[src/rtl/axi_stream_arb_pkg.sv]
// Shared types and the circular first-set helper for the packet arbiter.
package axi_stream_arb_pkg;

  typedef enum logic [0:0] {StIdle, StLocked} arb_state_e;

  localparam int unsigned MaxInp  = 32;
  localparam int unsigned MaxSelW = 5;

  typedef struct packed {
    logic               found;
    logic [MaxSelW-1:0] idx;
  } rr_pick_t;

  // First set bit of req at or after ptr, wrapping at num; only the low num bits are considered.
  function automatic rr_pick_t rr_pick(input logic [MaxInp-1:0]  req,
                                       input logic [MaxSelW-1:0] ptr,
                                       input int unsigned        num);
    rr_pick_t    res;
    int unsigned j;
    res = '0;
    for (int unsigned i = 0; i < MaxInp; i++) begin
      j = 32'(ptr) + i;
      if (j >= num) j = j - num;
      if (i < num && !res.found && req[j[MaxSelW-1:0]]) begin
        res.found = 1'b1;
        res.idx   = j[MaxSelW-1:0];
      end
    end
    return res;
  endfunction

endpackage

[src/rtl/axi_stream_pkt_arbiter_if.sv]
// Bundled AXI-Stream request inputs and shared output for the packet arbiter.
interface axi_stream_pkt_arbiter_if #(
  parameter int unsigned NumInp    = 4,
  parameter int unsigned DataWidth = 32,
  parameter int unsigned IdWidth   = 0,
  parameter int unsigned DestWidth = 0,
  parameter int unsigned UserWidth = 0
);
  localparam int unsigned KeepWidth = DataWidth / 8;
  localparam int unsigned IdW       = (IdWidth == 0) ? 1 : IdWidth;
  localparam int unsigned DestW     = (DestWidth == 0) ? 1 : DestWidth;
  localparam int unsigned UserW     = (UserWidth == 0) ? 1 : UserWidth;

  logic [NumInp-1:0]           inp_tvalid_i;
  logic [NumInp-1:0]           inp_tready_o;
  logic [NumInp*DataWidth-1:0] inp_tdata_i;
  logic [NumInp*KeepWidth-1:0] inp_tkeep_i;
  logic [NumInp-1:0]           inp_tlast_i;
  logic [NumInp*IdW-1:0]       inp_tid_i;
  logic [NumInp*DestW-1:0]     inp_tdest_i;
  logic [NumInp*UserW-1:0]     inp_tuser_i;

  logic                        out_tvalid_o;
  logic                        out_tready_i;
  logic [DataWidth-1:0]        out_tdata_o;
  logic [KeepWidth-1:0]        out_tkeep_o;
  logic                        out_tlast_o;
  logic [IdW-1:0]              out_tid_o;
  logic [DestW-1:0]            out_tdest_o;
  logic [UserW-1:0]            out_tuser_o;

  modport slave (
    input  inp_tvalid_i, inp_tdata_i, inp_tkeep_i, inp_tlast_i, inp_tid_i, inp_tdest_i,
           inp_tuser_i, out_tready_i,
    output inp_tready_o, out_tvalid_o, out_tdata_o, out_tkeep_o, out_tlast_o, out_tid_o,
           out_tdest_o, out_tuser_o
  );

  modport master (
    output inp_tvalid_i, inp_tdata_i, inp_tkeep_i, inp_tlast_i, inp_tid_i, inp_tdest_i,
           inp_tuser_i, out_tready_i,
    input  inp_tready_o, out_tvalid_o, out_tdata_o, out_tkeep_o, out_tlast_o, out_tid_o,
           out_tdest_o, out_tuser_o
  );

endinterface

[src/rtl/axi_stream_rr_picker.sv]
// Combinational circular priority encoder: first request at or after ptr_i.
module axi_stream_rr_picker
  import axi_stream_arb_pkg::*;
#(
  parameter  int unsigned NumInp   = 4,
  localparam int unsigned SelWidth = (NumInp > 2) ? $clog2(NumInp) : 1
) (
  input  logic [NumInp-1:0]   req_i,
  input  logic [SelWidth-1:0] ptr_i,
  output logic                found_o,
  output logic [SelWidth-1:0] idx_o
);

  rr_pick_t pick;
  logic     unused_idx;

  always_comb begin
    pick    = rr_pick(MaxInp'(req_i), MaxSelW'(ptr_i), NumInp);
    found_o = pick.found;
    idx_o   = pick.idx[SelWidth-1:0];
  end

  assign unused_idx = ^pick.idx;

endmodule

[src/rtl/axi_stream_pkt_arbiter.sv]
// Packet-level round-robin arbiter: locks one input onto the shared stream until tlast.
module axi_stream_pkt_arbiter
  import axi_stream_arb_pkg::*;
#(
  parameter  int unsigned NumInp    = 4,
  parameter  int unsigned DataWidth = 32,
  parameter  int unsigned IdWidth   = 0,
  parameter  int unsigned DestWidth = 0,
  parameter  int unsigned UserWidth = 0,
  localparam int unsigned SelWidth  = (NumInp > 2) ? $clog2(NumInp) : 1
) (
  input  logic                  clk_i,
  input  logic                  rst_i,
  input  logic [NumInp-1:0]     inp_en_i,
  output logic [SelWidth-1:0]   sel_o,
  output logic                  busy_o,
  axi_stream_pkt_arbiter_if.slave axis_io
);

  localparam int unsigned KeepWidth = DataWidth / 8;
  localparam int unsigned IdW       = (IdWidth == 0) ? 1 : IdWidth;
  localparam int unsigned DestW     = (DestWidth == 0) ? 1 : DestWidth;
  localparam int unsigned UserW     = (UserWidth == 0) ? 1 : UserWidth;

  arb_state_e          state_q;
  logic [SelWidth-1:0] sel_q, rr_ptr_q;
  logic [NumInp-1:0]   req;
  logic                pick_found, locked, out_hs_last;
  logic [SelWidth-1:0] pick_idx;

  assign req = axis_io.inp_tvalid_i & inp_en_i;

  axi_stream_rr_picker #(
    .NumInp (NumInp)
  ) u_picker (
    .req_i   (req),
    .ptr_i   (rr_ptr_q),
    .found_o (pick_found),
    .idx_o   (pick_idx)
  );

  // Reset gates the passthrough so no beat handshakes in the reset cycle.
  assign locked      = (state_q == StLocked) && !rst_i;
  assign busy_o      = locked;
  assign sel_o       = sel_q;
  assign out_hs_last = axis_io.out_tvalid_o & axis_io.out_tready_i & axis_io.out_tlast_o;

  always_comb begin
    axis_io.inp_tready_o        = '0;
    axis_io.inp_tready_o[sel_q] = locked & axis_io.out_tready_i;
    axis_io.out_tvalid_o        = locked & axis_io.inp_tvalid_i[sel_q];
    axis_io.out_tdata_o         = axis_io.inp_tdata_i[sel_q*DataWidth +: DataWidth];
    axis_io.out_tkeep_o         = axis_io.inp_tkeep_i[sel_q*KeepWidth +: KeepWidth];
    axis_io.out_tlast_o         = axis_io.inp_tlast_i[sel_q];
    axis_io.out_tid_o   = (IdWidth == 0)   ? '0 : axis_io.inp_tid_i[sel_q*IdW +: IdW];
    axis_io.out_tdest_o = (DestWidth == 0) ? '0 : axis_io.inp_tdest_i[sel_q*DestW +: DestW];
    axis_io.out_tuser_o = (UserWidth == 0) ? '0 : axis_io.inp_tuser_i[sel_q*UserW +: UserW];
  end

  always_ff @(posedge clk_i) begin
    if (rst_i) begin
      state_q  <= StIdle;
      sel_q    <= '0;
      rr_ptr_q <= '0;
    end else begin
      unique case (state_q)
        StIdle: begin
          if (pick_found) begin
            sel_q   <= pick_idx;
            state_q <= StLocked;
          end
        end
        StLocked: begin
          if (out_hs_last) begin
            state_q  <= StIdle;
            rr_ptr_q <= (sel_q == SelWidth'(NumInp - 1)) ? '0 : sel_q + 1'b1;
          end
        end
        default: state_q <= StIdle;
      endcase
    end
  end

endmodule

[src/flat_wrapper.sv]
// flat-port wrapper written by rule: the top's interface ports become plain ports
module axi_stream_pkt_arbiter_flat import axi_stream_arb_pkg::*;
#(
  parameter  int unsigned NumInp    = 4,
  parameter  int unsigned DataWidth = 32,
  parameter  int unsigned IdWidth   = 0,
  parameter  int unsigned DestWidth = 0,
  parameter  int unsigned UserWidth = 0,
  localparam int unsigned SelWidth  = (NumInp > 2) ? $clog2(NumInp) : 1
)
  (clk_i, rst_i, inp_en_i, sel_o, busy_o, axis_io_inp_tvalid_i, axis_io_inp_tdata_i, axis_io_inp_tkeep_i, axis_io_inp_tlast_i, axis_io_inp_tid_i, axis_io_inp_tdest_i, axis_io_inp_tuser_i, axis_io_out_tready_i, axis_io_inp_tready_o, axis_io_out_tvalid_o, axis_io_out_tdata_o, axis_io_out_tkeep_o, axis_io_out_tlast_o, axis_io_out_tid_o, axis_io_out_tdest_o, axis_io_out_tuser_o);
  axi_stream_pkt_arbiter_if #(.NumInp(NumInp), .DataWidth(DataWidth), .IdWidth(IdWidth), .DestWidth(DestWidth), .UserWidth(UserWidth)) axis_io_i ();
  input  logic clk_i;
  input  logic rst_i;
  input  logic [NumInp-1:0] inp_en_i;
  output logic [SelWidth-1:0] sel_o;
  output logic busy_o;
  input wire logic [$bits(axis_io_i.inp_tvalid_i)-1:0] axis_io_inp_tvalid_i;
  input wire logic [$bits(axis_io_i.inp_tdata_i)-1:0] axis_io_inp_tdata_i;
  input wire logic [$bits(axis_io_i.inp_tkeep_i)-1:0] axis_io_inp_tkeep_i;
  input wire logic [$bits(axis_io_i.inp_tlast_i)-1:0] axis_io_inp_tlast_i;
  input wire logic [$bits(axis_io_i.inp_tid_i)-1:0] axis_io_inp_tid_i;
  input wire logic [$bits(axis_io_i.inp_tdest_i)-1:0] axis_io_inp_tdest_i;
  input wire logic [$bits(axis_io_i.inp_tuser_i)-1:0] axis_io_inp_tuser_i;
  input wire logic [$bits(axis_io_i.out_tready_i)-1:0] axis_io_out_tready_i;
  output wire logic [$bits(axis_io_i.inp_tready_o)-1:0] axis_io_inp_tready_o;
  output wire logic [$bits(axis_io_i.out_tvalid_o)-1:0] axis_io_out_tvalid_o;
  output wire logic [$bits(axis_io_i.out_tdata_o)-1:0] axis_io_out_tdata_o;
  output wire logic [$bits(axis_io_i.out_tkeep_o)-1:0] axis_io_out_tkeep_o;
  output wire logic [$bits(axis_io_i.out_tlast_o)-1:0] axis_io_out_tlast_o;
  output wire logic [$bits(axis_io_i.out_tid_o)-1:0] axis_io_out_tid_o;
  output wire logic [$bits(axis_io_i.out_tdest_o)-1:0] axis_io_out_tdest_o;
  output wire logic [$bits(axis_io_i.out_tuser_o)-1:0] axis_io_out_tuser_o;
  assign axis_io_i.inp_tvalid_i = axis_io_inp_tvalid_i;
  assign axis_io_i.inp_tdata_i = axis_io_inp_tdata_i;
  assign axis_io_i.inp_tkeep_i = axis_io_inp_tkeep_i;
  assign axis_io_i.inp_tlast_i = axis_io_inp_tlast_i;
  assign axis_io_i.inp_tid_i = axis_io_inp_tid_i;
  assign axis_io_i.inp_tdest_i = axis_io_inp_tdest_i;
  assign axis_io_i.inp_tuser_i = axis_io_inp_tuser_i;
  assign axis_io_i.out_tready_i = axis_io_out_tready_i;
  assign axis_io_inp_tready_o = axis_io_i.inp_tready_o;
  assign axis_io_out_tvalid_o = axis_io_i.out_tvalid_o;
  assign axis_io_out_tdata_o = axis_io_i.out_tdata_o;
  assign axis_io_out_tkeep_o = axis_io_i.out_tkeep_o;
  assign axis_io_out_tlast_o = axis_io_i.out_tlast_o;
  assign axis_io_out_tid_o = axis_io_i.out_tid_o;
  assign axis_io_out_tdest_o = axis_io_i.out_tdest_o;
  assign axis_io_out_tuser_o = axis_io_i.out_tuser_o;
  axi_stream_pkt_arbiter #(.NumInp(NumInp), .DataWidth(DataWidth), .IdWidth(IdWidth), .DestWidth(DestWidth), .UserWidth(UserWidth)) u_core (.clk_i(clk_i), .rst_i(rst_i), .inp_en_i(inp_en_i), .sel_o(sel_o), .busy_o(busy_o), .axis_io(axis_io_i));
endmodule
[config.mk]
export PLATFORM = sky130hd
export DESIGN_NAME = axi_stream_pkt_arbiter_flat
export DESIGN_NICKNAME = d
export VERILOG_FILES = /design/src/rtl/axi_stream_arb_pkg.sv /design/src/rtl/axi_stream_pkt_arbiter_if.sv /design/src/rtl/axi_stream_rr_picker.sv /design/src/rtl/axi_stream_pkt_arbiter.sv /design/src/flat_wrapper.sv
export SDC_FILE = /design/constraint.sdc
export NUM_CORES = 1
export LEC_CHECK = 0
export BUFFER_PORTS_ARGS = -buffer_cell sky130_fd_sc_hd__buf_2
export CAP_MARGIN = 20
export CORE_AREA = 8 8 79 81
export CTS_BUF_LIST = sky130_fd_sc_hd__clkbuf_4
export DETAILED_ROUTE_END_ITERATION = 10
export DIE_AREA = 0 0 87 89
export PLACE_DENSITY = 0.82
export SYNTH_ARGS = -nofsm -noshare
export SYNTH_HDL_FRONTEND = slang
export SYNTH_SLANG_ARGS = --single-unit
[constraint.sdc]
create_clock -name clk_i -period 5 [get_ports clk_i]
set_clock_uncertainty 0.15 [all_clocks]
set_input_delay 0.25 -clock clk_i [delete_from_list [all_inputs] [get_ports clk_i]]
set_output_delay 0.25 -clock clk_i [all_outputs]
set_load 0.005 [all_outputs]
======== Yosys cells after proc, flatten, opt, wreduce, memory -nomap -nowiden ========
Cells that the tools add are included.
Widths: inputs -> output; s select.
word-level totals
  logic and storage cells ................. 68
  bits in registers ....................... 5
  output and inout port bits .............. 48
cells by class
  bitwise gates (word level) .............. 7
  add/sub/neg operators ................... 8
  reduce and logical (&&, ||, !) cells .... 11
  shift operators ......................... 2
  $lt $le $gt $ge ......................... 10
  mux-type cells .......................... 26
  equality and inequality tests ........... 1
operator list
  kind                 number
  $shiftx 128x8->32    1
  $lt 5x6->1 const B   4
  $mux 6               4
  $bmux 1 s5           4
  $mux 5               4
  $shiftx 16x5->4      1
  $sub 3x3->4 const B  3
  $ge 3x3->1 const B   3
  $mux 1               9
  $and 4x4->4          2
  $add 2x2->3 const B  2
  $logic_and 1x1->1    5
  $and 1x1->1          4
  $bmux 1 s2           2
  $logic_not 1->1      4
  $reduce_and 2->1     2
  $sub 2x3->4 const B  1
  $add 2x1->3 const B  1
  $ge 2x3->1 const B   1
  $lt 2x3->1 const B   1
  $add 2x1->2 const B  1
  $demux 1 s2          1
  $eq 2x2->1 const B   1
  $ge 2x1->1 const B   1
  3 further kinds      3

======== Depth between registers and ports, before layout ========
  depth in word-level cells ............... 16
  depth in mapped cells ................... 8

======== Hierarchy ========
A second synthesis with hierarchy kept.
unflattened totals
  cells, all modules ...................... 125
  area total of the unflattened synthesis .. 1575.3 µm²
modules (own cells, without submodules)
  module                  times used  cells an instance  area each (µm²)
  axi_stream_pkt_arbiter  1           86                 1265.0
  axi_stream_rr_picker    1           39                 310.3

======== Worst setup path before layout ========
Ideal clock, no wire load.
  path type ............................... register to register
  start ................................... register u_core.rr_ptr_q[0]
  end ..................................... register u_core.sel_q[0], in the netlist u_core.sel_o[0]
  buffers on the path ..................... 1
  cell stages (with the launch flop) ...... 7
  period minus slack after synthesis ...... 2498 ps
  data required time ...................... 4731 ps
  slack ................................... 2502 ps
  arrival time ............................ 2230 ps
  setup time .............................. 119 ps
  cell sequence ........................... dfxtp_1 -> buf_2 -> inv_1 -> ha_1 -> mux4_2 -> o32a_2 -> o221a_2
between the ends
  cells in the longest elaborated chain, start to end .. 15
RTL lines
  what                                                  RTL line                      source
  start: declaration                                    axi_stream_pkt_arbiter.sv:26  logic [SelWidth-1:0] sel_q, rr_ptr_q;
  start signal: assignment                              axi_stream_pkt_arbiter.sv:76  rr_ptr_q <= (sel_q == SelWidth'(NumInp - 1)) ? '0 : sel_q + 1'b1;
  branches (longest 13 deep; another with $sub 3x3->4)  n/a
  $mux 6 (*)                                            axi_stream_arb_pkg.sv:24      if (i < num && !res.found && req[j[MaxSelW-1:0]]) begin
  $reduce_and 2->1 (no line)                            n/a
  end signal: assignment                                axi_stream_pkt_arbiter.sv:69  sel_q <= pick_idx;
  end: declaration                                      axi_stream_pkt_arbiter.sv:26
Mark *: on every way between the ends. The select of a mux whose other input is x is not followed.
A chain may end at the register's enable or synchronous reset.

======== Final worst setup path ========
Ends and elaborated chain as after synthesis.

==> results.txt <==
The first global-routing pass estimated 12290 um of wire. After the first detailed-routing iteration, the DRC count stood at 99. The routed design has 8740 um of wire. In this run the number of H-tree levels came out at 1. For the pin with the worst max-slew slack, the measured transition is 954.5 ps. The cell area after layout is 2608 um^2. The initial utilization of the core area, before any placement, comes to 0.3069.

No sink is reached through more buffers than the 2 on the longest clock path. The start point of the worst hold path is rst_i. The biggest fanout along the worst timing path is 15. Across every metal layer, demand over resource in global routing totals 0.2110. The root buffer cell chosen for the clock tree is sky130_fd_sc_hd__clkbuf_4. On the critical path the largest part of the delay comes from compound AO/OA/AOI/OAI gates. Measured against its own limit, the worst slew margin works out to 0.3637. The origin of the critical flop-to-flop path is u_core.rr_ptr_q[0]. The placer congestion estimate came out at 0.9116. The number of buffers added by the clock tree synthesis step came out at 3. The max-capacitance violation count is 0. The final count of hold timing violations was 0.

The tightest min-delay check is of the input pin to register type. The fraction of synthesis flops using an asynchronous set or reset pin is 0. The delay of the slowest critical-path stage is 660 ps.

The biggest area contributor in the post-synthesis netlist is sky130_fd_sc_hd__mux4_2. For this run, global-route usage on met2 was measured as 0.3831. The class of the most critical setup path is register to register. The clock latency on the worst-skew pair came out at 230 ps.

The first-pass detailed-route iteration total is 4. The total of hold buffers inserted after clock tree synthesis came out at 0. For this run, global-route usage on met3 was measured as 0.06250. The average instance in the mapped netlist occupies 12.42 um^2. In the final design database the tool counted 498 nets. The routed via count is 2060. The distinct cell type count after synthesis is 39. The via count normalized by instance count is 5.296. The fraction of the cycle the final worst path needs is 0.5618. The logic depth of the worst register-to-register path is 6. The average routed wire per standard cell is 22.47 um. The worst IR drop on VDD came out at 0.00006031 V. The top-area cell type share of the netlist area came out at 0.5602.

219 I/O pins were placed. The number of cells on the worst hold path is 2. STA classifies the critical path startpoint as a register. The endpoint of the lowest-slack register-to-register path is u_core.sel_o[0].

The floorplan step set the die width to 87 um. The post-synthesis sequential element count is 5. The setup slack of the critical path after layout came out at 2191 ps. The clock input transition at the sequential cells of the worst setup and hold paths is 40 ps. Setup repair after global routing left no endpoint under its margin. The number of antenna violations at the first check in global routing came out at 1. The register share of total power came out at 0.186.

The count of instances resized after the clock tree is built came out at 0. The relative contribution of the clock network to total power came out at 0.126. The number of buffers inserted by post-CTS setup repair came out at 0. The post-detailed-placement cell area came out at 2577 um^2. After global routing the overflow that remains totals 0. The floorplan has 26 rows. The layout cell share with drive strength beyond 1 came out at 0.7994. 0 antenna diodes ended up in the layout. The count of synthesis-stage warnings from yosys is 0. The portion of the post-synthesis area used by sequential elements came out at 0.06552. The number of remaining DRC errors came out at 0. The clock sink count came out at 5. The endpoint with the worst hold slack is u_core.sel_o[1].

The worst setup slack for register-to-register paths came out at 2190 ps. In this run the vertical extent of the chip is 89 um. The count of mapped cells out of synthesis is 123. The post-synth design cell area is 1528 um^2.

After routing, the total negative slack on setup checks comes to 0 ps. The portion of total power attributed to combinational logic is 0.688. Dividing total power by cell area gives a power density of 151.8 nW/um^2.

The HPWL reported at the end of detailed placement came out at 7865 um. The shortest period the worst path allows came out at 2809 ps. The worst hold-check slack came out at 96.10 ps. The leakage component of the power came out at 0.001286 uW. The remaining antenna violation count after routing is 0. The count of final max-slew check failures came out at 0. The signal on the critical path passes through inv_1 -> ha_1 -> mux4_2 -> a2111oi_2 -> o32a_2 -> o221a_2. The most used standard cell by instance count after synthesis is sky130_fd_sc_hd__mux4_2. Ranked by total cell area, the synthesized netlist is headed by sky130_fd_sc_hd__mux4_2 56%, sky130_fd_sc_hd__dfxtp_1 6.6%, sky130_fd_sc_hd__ha_1 5.7%. The global routing stage identified its most utilized layer as met2. Of the total power, the share spent switching nets is 0.3553. The core region is 4977 um^2.

The total net switching power is 140.6 uW. The flow ran to the end, and the final reports show no timing, DRC or antenna violations. Cell internal power was estimated by the tool at 255.1 uW. For this run, the leading register cell type out of synthesis is sky130_fd_sc_hd__dfxtp_1.

The kind of end point of the critical path is a register. The post-placement worst setup slack is 2219 ps. The commonest cells after synthesis are 38 x sky130_fd_sc_hd__mux4_2, 7 x sky130_fd_sc_hd__ha_1, 6 x sky130_fd_sc_hd__nand2_1. TritonCTS built the clock tree.

The required time of the critical path came out at 5020 ps. The share of the core filled with cells came out at 0.5239. Yosys mapped a number of flops with a built-in enable equal to 0. Entering global routing, the biggest net connects 44 pins.

The buffer and inverter count on the worst path came out at 1. The data arrival time at the worst-slack endpoint is 2830 ps. Based on the critical path, the design can be clocked at up to 356.0 MHz. The via count of the first global-routing pass is 2199. The synthesis-to-finish area growth came out at 70.68%. The number of input and output port buffers inserted came out at 203.

In the global route stage, met1 resource usage came out at 0.2208. The floorplan die area came out at 7743 um^2. The slowest stage of the critical path belongs to the cell sky130_fd_sc_hd__dfxtp_1. The final-report setup violation count came out at 0.
==> worst max path at each step <==
stage | startpoint | to | slack (ps) | cells past startpoint
final | u_core.rr_ptr_q[0] | u_core.sel_o[0] | 2190 | 6
after global routing | u_core.rr_ptr_q[0] | u_core.sel_o[0] | 2060 | 6
after CTS | u_core.rr_ptr_q[0] | u_core.sel_o[0] | 2200 | 6
after detailed placement | u_core.rr_ptr_q[0] | u_core.sel_o[0] | 2220 | 5
after global placement | u_core.rr_ptr_q[0] | u_core.sel_o[0] | 2290 | 5
after floorplan | u_core.rr_ptr_q[0] | u_core.sel_o[0] | 2500 | 6
==> cell families after synthesis <==
group	Yosys count	share of synthesized area
AO/OA/AOI/OAI	24	0.1204
adder cells (fa/ha/maj)	7	0.05733
buffers and inverters	18	0.05650
flip-flops	5	0.06552
multiplexers	41	0.6011
other	1	0.002455
AND/OR/NAND/NOR	27	0.09665
==> power groups by stage <==
| stage | clock network, uW | registers, uW | logic, uW |
|---|---|---|---|
| final | 49.9 | 73.5 | 272 |
| after global routing | 53.3 | 77.4 | 295 |
| after CTS | 51.4 | 74.2 | 276 |
| after detailed placement | 0 | 75.1 | 275 |
| after global placement | 0 | 74.8 | 265 |
| after floorplan | 0 | 47.1 | 165 |
==> through the flow <==
step	std cells	power [uW]
6_report	389	395.7
5_1_grt	389	425.4
4_1_cts	389	401.2
3_5_place_dp	385	349.8
3_3_place_gp	385	340.1
2_1_floorplan	125	212.0
==> cell usage in the layout, fill, tap and decap left out, drive strengths merged, types with 3 or more instances in the layout <==
master    n
o21ai     4
and2      4
clkbuf    4
ha        7
a21oi     4
buf     204
conb      3
mux4     40
and3      6
inv       4
nand2     6
nor2      3
dfxtp     5
==> layout make-up <==
cell class	count	area, um^2
well taps	70	87.58
fillers	472	2370
flip-flops and latches	5	102.6
clock buffers	4	30.03
multi-input cells	102	1349
inverters	4	15.01
repair buffers	204	1023
==> flip-flops by register name, indices dropped and copies added (netlist names) <==
name	cells
u_core.state_q	1
u_core.rr_ptr_q	2
u_core.sel_o	2
==> metal layers <==
metal  vias to the layer above  share of wire
li1                        927              -
met1                      1003           0.35
met2                       108           0.53
met3                        20          0.095
met4                         2          0.030
met5                         -         0.0015
Power figures use the tool's default switching activity.
